$ cat src/rtl/stage_3_pair_issuer.sv
// Pairs incoming float words, queues the pairs and issues one stage_4 addition per pair.
// Optional watchdog: define STAGE3_TIMEOUT_EN to drop a pair stage_4 never completes.
module stage_3_pair_issuer #(
  parameter int FLOAT_DATA_WIDTH = 32,
  parameter int FIFO_DEPTH       = 4,
  parameter int PTR_WIDTH        = 2,
  parameter int TIMEOUT_CYCLES   = 64
) (
  input  logic                        clk,
  input  logic                        rst,
  input  logic                        clk_en,
  input  logic                        in_valid,
  input  logic [FLOAT_DATA_WIDTH-1:0] in_data,
  input  logic                        in_last,
  output logic                        in_ready,
  output logic                        s4_start,
  output logic [FLOAT_DATA_WIDTH-1:0] s4_current_total,
  output logic [FLOAT_DATA_WIDTH-1:0] s4_to_add_one,
  output logic [FLOAT_DATA_WIDTH-1:0] s4_to_add_two,
  input  logic                        s4_done,
  input  logic [FLOAT_DATA_WIDTH-1:0] s4_new_total,
  output logic [FLOAT_DATA_WIDTH-1:0] total,
  output logic                        total_valid,
  output logic                        busy,
  output logic                        error
);

  typedef enum logic [1:0] {ST_IDLE, ST_ISSUE, ST_WAIT} state_t;

  localparam logic [PTR_WIDTH:0] LP_FULL = (PTR_WIDTH+1)'(FIFO_DEPTH);

  state_t                      r_state;
  logic [FLOAT_DATA_WIDTH-1:0] r_fifo_one  [FIFO_DEPTH];
  logic [FLOAT_DATA_WIDTH-1:0] r_fifo_two  [FIFO_DEPTH];
  logic                        r_fifo_last [FIFO_DEPTH];
  logic [PTR_WIDTH-1:0]        r_wr_ptr;
  logic [PTR_WIDTH-1:0]        r_rd_ptr;
  logic [PTR_WIDTH:0]          r_count;
  logic [FLOAT_DATA_WIDTH-1:0] r_hold;
  logic                        r_hold_valid;
  logic [FLOAT_DATA_WIDTH-1:0] r_running_total;
  logic [FLOAT_DATA_WIDTH-1:0] r_total;
  logic                        r_total_valid;
  logic                        r_start;
  logic [FLOAT_DATA_WIDTH-1:0] r_cur;
  logic [FLOAT_DATA_WIDTH-1:0] r_one;
  logic [FLOAT_DATA_WIDTH-1:0] r_two;

  logic                        w_accept;
  logic                        w_push;
  logic                        w_done;
  logic                        w_timeout;
  logic                        w_pop;
  logic                        w_head_last;
  logic [FLOAT_DATA_WIDTH-1:0] w_push_one;
  logic [FLOAT_DATA_WIDTH-1:0] w_push_two;

  assign in_ready    = (r_count != LP_FULL);
  assign w_accept    = clk_en && in_valid && in_ready;
  assign w_push      = w_accept && (r_hold_valid || in_last);
  assign w_done      = clk_en && (r_state == ST_WAIT) && s4_done;
  assign w_pop       = w_done || w_timeout;
  assign w_head_last = r_fifo_last[r_rd_ptr];
  // A lone last word is padded with +0.0 so every queued entry is a full pair.
  assign w_push_one  = r_hold_valid ? r_hold  : in_data;
  assign w_push_two  = r_hold_valid ? in_data : '0;

  assign s4_start         = r_start && clk_en;
  assign total_valid      = r_total_valid && clk_en;
  assign s4_current_total = r_cur;
  assign s4_to_add_one    = r_one;
  assign s4_to_add_two    = r_two;
  assign total            = r_total;
  assign busy             = (r_count != '0) || (r_state != ST_IDLE) || r_hold_valid;

  always_ff @(posedge clk or negedge rst) begin
    if (!rst) begin
      for (int i = 0; i < FIFO_DEPTH; i++) begin
        r_fifo_one[i]  <= '0;
        r_fifo_two[i]  <= '0;
        r_fifo_last[i] <= 1'b0;
      end
      r_wr_ptr     <= '0;
      r_rd_ptr     <= '0;
      r_count      <= '0;
      r_hold       <= '0;
      r_hold_valid <= 1'b0;
    end else if (clk_en) begin
      if (w_accept) begin
        if (w_push) begin
          r_fifo_one[r_wr_ptr]  <= w_push_one;
          r_fifo_two[r_wr_ptr]  <= w_push_two;
          r_fifo_last[r_wr_ptr] <= in_last;
          r_wr_ptr              <= r_wr_ptr + 1'b1;
          r_hold_valid          <= 1'b0;
        end else begin
          r_hold       <= in_data;
          r_hold_valid <= 1'b1;
        end
      end
      if (w_pop) begin
        r_rd_ptr <= r_rd_ptr + 1'b1;
      end
      if (w_push && !w_pop) begin
        r_count <= r_count + 1'b1;
      end else if (!w_push && w_pop) begin
        r_count <= r_count - 1'b1;
      end
    end
  end

  // Operands are captured on the way into ISSUE so they stay put until WAIT exits.
  always_ff @(posedge clk or negedge rst) begin
    if (!rst) begin
      r_state         <= ST_IDLE;
      r_running_total <= '0;
      r_total         <= '0;
      r_total_valid   <= 1'b0;
      r_start         <= 1'b0;
      r_cur           <= '0;
      r_one           <= '0;
      r_two           <= '0;
    end else if (clk_en) begin
      r_total_valid <= 1'b0;
      case (r_state)
        ST_IDLE: begin
          if (r_count != '0) begin
            r_state <= ST_ISSUE;
            r_start <= 1'b1;
            r_cur   <= r_running_total;
            r_one   <= r_fifo_one[r_rd_ptr];
            r_two   <= r_fifo_two[r_rd_ptr];
          end
        end
        ST_ISSUE: begin
          r_start <= 1'b0;
          r_state <= ST_WAIT;
        end
        ST_WAIT: begin
          if (w_done) begin
            r_state <= ST_IDLE;
            if (w_head_last) begin
              r_total         <= s4_new_total;
              r_total_valid   <= 1'b1;
              r_running_total <= '0;
            end else begin
              r_running_total <= s4_new_total;
            end
          end else if (w_timeout) begin
            r_state <= ST_IDLE;
            if (w_head_last) begin
              r_running_total <= '0;
            end
          end
        end
        default: begin
          r_state <= ST_IDLE;
          r_start <= 1'b0;
        end
      endcase
    end
  end

`ifdef STAGE3_TIMEOUT_EN
  localparam int LP_TW = $clog2(TIMEOUT_CYCLES + 1);

  logic [LP_TW-1:0] r_timer;
  logic             r_error;

  assign w_timeout = clk_en && (r_state == ST_WAIT) && !s4_done &&
                     (r_timer == LP_TW'(TIMEOUT_CYCLES - 1));
  assign error     = r_error;

  // The timer idles at zero outside WAIT, so every WAIT entry starts a fresh count.
  always_ff @(posedge clk or negedge rst) begin
    if (!rst) begin
      r_timer <= '0;
      r_error <= 1'b0;
    end else if (clk_en) begin
      if (r_state != ST_WAIT) begin
        r_timer <= '0;
      end else begin
        r_timer <= r_timer + 1'b1;
      end
      if (w_timeout) begin
        r_error <= 1'b1;
      end
    end
  end
`else
  assign w_timeout = 1'b0;
  assign error     = 1'b0;
`endif

endmodule

$ cat config.mk
export PLATFORM = sky130hd
export DESIGN_NAME = stage_3_pair_issuer
export DESIGN_NICKNAME = d
export VERILOG_FILES = /design/src/rtl/stage_3_pair_issuer.sv
export SDC_FILE = /design/constraint.sdc
export NUM_CORES = 1
export LEC_CHECK = 0
export BUFFER_PORTS_ARGS = -buffer_cell sky130_fd_sc_hd__clkbuf_2
export CAP_MARGIN = 20
export CORE_ASPECT_RATIO = 1.1
export CORE_MARGIN = 2
export CORE_UTILIZATION = 45
export DETAILED_ROUTE_END_ITERATION = 16
export PLACE_DENSITY = 0.76
export SYNTH_ARGS = -nofsm -noshare
export SYNTH_HDL_FRONTEND = slang
export SYNTH_SLANG_ARGS = --single-unit
$ cat constraint.sdc
create_clock -name clk -period 2.8 [get_ports clk]
set_input_delay 0.56 -clock clk [delete_from_list [all_inputs] [get_ports clk]]
set_output_delay 0.56 -clock clk [all_outputs]
set_load 0.1 [all_outputs]
# [After elaboration in Yosys (flattened, before gate mapping)]
# Cells that the tools add are included.
[word_totals] inputBits=70 register_bits=464 out_inout_bits=133
[classes] mux=30 n_reduce_logical=29 n_eq_ne=5 n_bitwise=4 order_cmp=3 n_addsub=4
[op_table] cell="$bwmux W128" count=2
[op_table] cell="$mux W32" count=8
[op_table] cell="$bmux W32 S2" count=2
[op_table] cell="$demux W32 S2" count=1
[op_table] cell="$reduce_and A3 Y1" count=6
[op_table] cell="$logic_and A1 B1 Y1" count=10
[op_table] cell="$mux W1" count=8
[op_table] cell="$ge A3 B3 Y1 const B" count=2
[op_table] cell="$mux W3" count=2
[op_table] cell="$not A2 Y3" count=2
[op_table] cell="$pmux W2 S3" count=1
[op_table] cell="$reduce_and A2 Y1" count=3
[op_table] cell="$add A2 B1 Y2 const B" count=2
[op_table] cell="$bwmux W4" count=1
[op_table] cell="$mux W2" count=2
[op_table] cell="$ne A2 B2 Y1 const B" count=2
[op_table] cell="$reduce_and A4 Y1" count=1
[op_table] cell="$reduce_bool A2 Y1" count=2
[op_table] cell="$add A3 B1 Y3 const B" count=1
[op_table] cell="$logic_or A1 B1 Y1" count=3
[op_table] cell="$lt A3 B1 Y1 const B" count=1
[op_table] cell="$ne A3 B3 Y1 const B" count=1
[op_table] cell="$reduce_bool A3 Y1" count=1
[op_table] cell="$sub A3 B1 Y3 const B" count=1
[op_table] cell="other kinds (8)" count=10

# [Logic depth before layout (Yosys ltp)]
[depth] ltp_word=7 depth_mapped=11 depth_no_buf=10

# [Worst setup path before layout]
# Ideal clock, no wire load.
[synth_timing] kind="input to register" start="in clk_en" end="reg r_count[2]" setup_slack_ps=401 arrival_ps=2276 path_stages=10 setup_ps=123 t_required_ps=2677 path_cell_list="and4b_1 buf_2 clkinv_1 clkbuf_1 ha_1 inv_1 fa_1 xnor2_1 nand2_1 xnor2_1"
[synth_between] elab_chain_cells=7 elab_cells_between_ends=12 classes_between="mux: 1; reduce/logical: 11"
[synth_lines] element="from (decl)" line_no="11" source="input logic clk_en,"
[synth_lines] element="$logic_and A1 B1 Y1 (2 in a row)" line_no="59" source="assign w_accept = clk_en && in_valid && in_ready;"
[synth_lines] element="$logic_and A1 B1 Y1" line_no="60" source="assign w_push = w_accept && (r_hold_valid || in_last);"
[synth_lines] element="$logic_not A1 Y1" line_no="106" source="end else if (!w_push && w_pop) begin"
[synth_lines] element="$logic_and A1 B1 Y1" line_no="106"
[synth_lines] element="$reduce_bool A2 Y1 (no source line)"
[synth_lines] element="$reduce_and A2 Y1 (no source line)"
[synth_lines] element="to (signal assigned)" line_no="105" source="r_count <= r_count + 1'b1;"
[synth_lines] element="to (signal assigned)" line_no="107" source="r_count <= r_count - 1'b1;"
[synth_lines] element="to (decl)" line_no="38" source="logic [PTR_WIDTH:0] r_count;"
# Parallel ways exist; a longest one is shown, timed or not.
# A chain may end at the register's enable or synchronous reset.

# [Worst setup path in the final report]
[layout_timing] start="reg r_count[1]" end="out busy"
[layout_between] elab_chain_cells=3
[layout_lines] element="$reduce_bool A3 Y1" line_no="74" source="assign busy = (r_count != '0) || (r_state != ST_IDLE) || r_hold_valid;"
[layout_lines] element="$logic_or A1 B1 Y1 (2 in a row)" line_no="74"
[layout_lines] element="to (decl)" line_no="24" source="output logic busy,"
# No other way between the ends.

==> key figures <==
Critical path
  – CP startpoint kind: register
  – Setup CP Type: reg2out
  – R2R setup slack: 500 ps
  – Max stage delay on crit path: 450 ps
  – CP max stage cell: or4_1
  – Maximum fanout along the worst path: 4
  – Worst Setup End Kind: primary output
  – Req. time, crit path: 2240 ps
  – WP data arrival: 2160 ps
  – CP cell instances: or3_1 > or4_1 > clkbuf_8

Route
  – Vias/cell: 5.30
  – DRT iter0 DRCs: 546
  – ANT nets after route: 0
  – Drt wl/cell: 20.3 µm
  – Via Count: 11000
  – DRC: 0
  – WL final: 42200 µm
  – Pre-antenna DRT Iters: 4

Timing
  – Final Max Slew Viols: 0
  – Final worst-path cycle share: 97.1%
  – Final Hold Viols: 0
  – Hold WS: 207 ps
  – Final setup margin: 80.0 ps
  – Clock skew: 22.6 ps
  – Worst Max-Slew Pin Slew: 679 ps
  – Highest Clock Rate: 368 MHz
  – Min Tclk post-route: 2720 ps
  – Total negative slack: 0 ps
  – RSZ-0062 raised after global routing: false
  – Rel. slew slack: 54.8%
  – Setup violators final: 0

Worst hold path
  – Hold crit path type: in2reg

Logic synthesis
  – Syn Nets: 1321
  – Yosys cell types: 40
  – Number of synthesized flops with an enable pin: 0
  – Seq cells post-synth: 464
  – Ys Warns: 0
  – Main synth FF type: dfrtp_1
  – Cell count after synthesis: 1245
  – Synthesized cell area: 20100 µm²
  – Post-synth ARST share: 100%
  – Average size of a mapped cell: 16.2 µm²
  – Post-synthesis sequential area ratio: 57.7%

Place
  – IO buf count: 201
  – Final GP Congestion: 0.759
  – Dpl hpwl: 26800 µm
  – Pre-CTS setup slack: 506 ps
  – Placed instance area: 21800 µm²

Clock network
  – # clock sinks: 464
  – Root buf cell: clkbuf_16
  – TritonCTS buffer count: 48
  – Clock latency on the worst-skew pair: 590 ps
  – Buffer depth of the longest clock path: 3
  – CTS tree: built
  – Clock slew at the register clock pins of the worst setup and hold paths: 60 ps
  – H-tree depth: 2

Finish
  – Area delta synth->final: 16.5%
  – Reg area: 11600 µm²
  – Nets: 1533
  – Share of layout cells above drive strength 1: 55.1%
  – Area of the multi-input gates: 7890 µm²
  – Fillers: 3590
  – Post-Layout Inst Area: 23500 µm²

Die
  – Initial Util: 45.5%
  – Die area: 46500 µm²
  – Die Wd: 206 µm
  – Num ports: 203
  – Overall die height: 226 µm
  – Std-Cell Rows: 81
  – CORE AREA: 44300 µm²

Global route
  – Pin count of the biggest net entering global routing: 79
  – GRT Overall Usage: 18.7%
  – Vias in the first global route: 12100
  – First-pass GRT wire length: 67800 µm
  – Total congestion overflow: 0
  – Initial antenna violation count: 3

Run status
  – Status: finished clean

Run
  – Max cap viols: 0
[cells in the mapped netlist, types with 2 or more instances]
| cell type | number | share of area [%] |
|---|---|---|
| and2_1 | 34 | 1.1 |
| ha_1 | 5 | 0.31 |
| mux2_2 | 395 | 22 |
| a21oi_1 | 2 | 0.050 |
| mux4_1 | 19 | 2.5 |
| mux4_2 | 46 | 5.1 |
| buf_6 | 29 | 1.6 |
| dfrtp_1 | 464 | 58 |
| or3_1 | 5 | 0.16 |
| mux2_4 | 54 | 4.0 |
| nand2_1 | 72 | 1.3 |
| a32o_1 | 4 | 0.20 |
| o21ai_0 | 36 | 0.89 |
| buf_12 | 3 | 0.30 |
| clkbuf_1 | 19 | 0.35 |
| buf_4 | 9 | 0.34 |
| inv_1 | 6 | 0.11 |
| xnor2_1 | 5 | 0.22 |
| buf_1 | 3 | 0.056 |
| nand3_4 | 4 | 0.35 |
| buf_2 | 12 | 0.30 |
[final cells by class]
cell class | instances | share of cell area [%]
clock inverter | 20 | 1.14
inverter | 8 | 0.139
sequential | 464 | 49.5
timing repair buffer | 238 | 6.52
tap | 581 | 3.10
clock buffer | 69 | 5.97
multi-input combinational | 697 | 33.6
antenna | 2 | 0.0213
[critical path, delay by kind of cell, from the launching register on]
family	cells	cell delay (ps)
buffers and inverters	1	240
DFF	1	440
and+or+nand+nor	2	890
[cell usage in the layout (no fill, tap or decap), types with 18 or more instances in the layout]
| cell type | count |
|---|---|
| nand2_1 | 72 |
| mux2_2 | 395 |
| and2_1 | 34 |
| o21ai_0 | 36 |
| clkbuf_2 | 199 |
| buf_12 | 18 |
| clkbuf_16 | 48 |
| mux4_2 | 46 |
| buf_4 | 18 |
| mux2_4 | 54 |
| mux4_1 | 19 |
| dfrtp_1 | 461 |
[routing by layer]
layer	track usage, %	vias to the layer above	part of all wire [%]
li1	-	4949	-
met1	24.3	5817	43
met2	31.3	211	49
met3	3.95	52	5.3
met4	6.08	0	2.0
met5	0	-	0
[metrics by stage]
stage | util (%) | cells
after floorplan | - | 1245
after detailed placement | 49.2 | 1987
final | 53.0 | 2079
after global routing | 53.0 | 2079
after CTS | 53.0 | 2077
after global placement | 49.2 | 1987
[flip-flops by register name, indices dropped and copies added, names as in the netlist]
| signal | count |
|---|---|
| r_count | 3 |
| r_fifo_last | 4 |
| r_fifo_one | 128 |
| r_fifo_two | 128 |
| r_hold | 32 |
| r_hold_valid | 1 |
| r_rd_ptr | 2 |
| r_running_total | 32 |
| r_start | 1 |
| r_state | 2 |
| r_total_valid | 1 |
| r_wr_ptr | 2 |
| s4_current_total | 32 |
| s4_to_add_one | 32 |
| s4_to_add_two | 32 |
| total | 32 |
[timing repair]
| item | 4_1_cts | 5_1_grt |
|---|---|---|
| buffers inserted | 0 | 0 |
| hold buffers | 1 | 0 |
| endpoints found under the hold margin | 18 | 0 |
| resized for setup | 2 | 0 |
| endpoints found under the setup margin | 1 | 0 |
[final timing paths]
kind,cells after the start,end,from
setup / recovery,3,busy,r_count[1]
hold / removal,3,r_running_total[23],s4_new_total[23]
setup reg to reg,8,r_count[1],r_count[1]
hold reg to reg,2,r_running_total[12],r_running_total[12]
max in group asynchronous,3,s4_current_total[10],rst
min in group asynchronous,2,r_hold[11],rst
[kinds of logic (layout without fill, tap and decap cells)]
kind of cell	count (synthesis)	after routing	share of synthesized area, %
multiplexers	515	515	33.8
flip-flops	464	464	57.7
AND/OR/NAND/NOR	125	125	3.41
buffers and inverters	84	335	3.20
AO/OA/AOI/OAI	44	44	1.24
adder cells (fa/ha/maj)	6	6	0.410
XOR/XNOR	6	6	0.261
other	1	3	0.0186
Power is left out: the tool's default activity adds up to more than one toggle a clock period on the data nets, which glitch-free logic cannot reach.
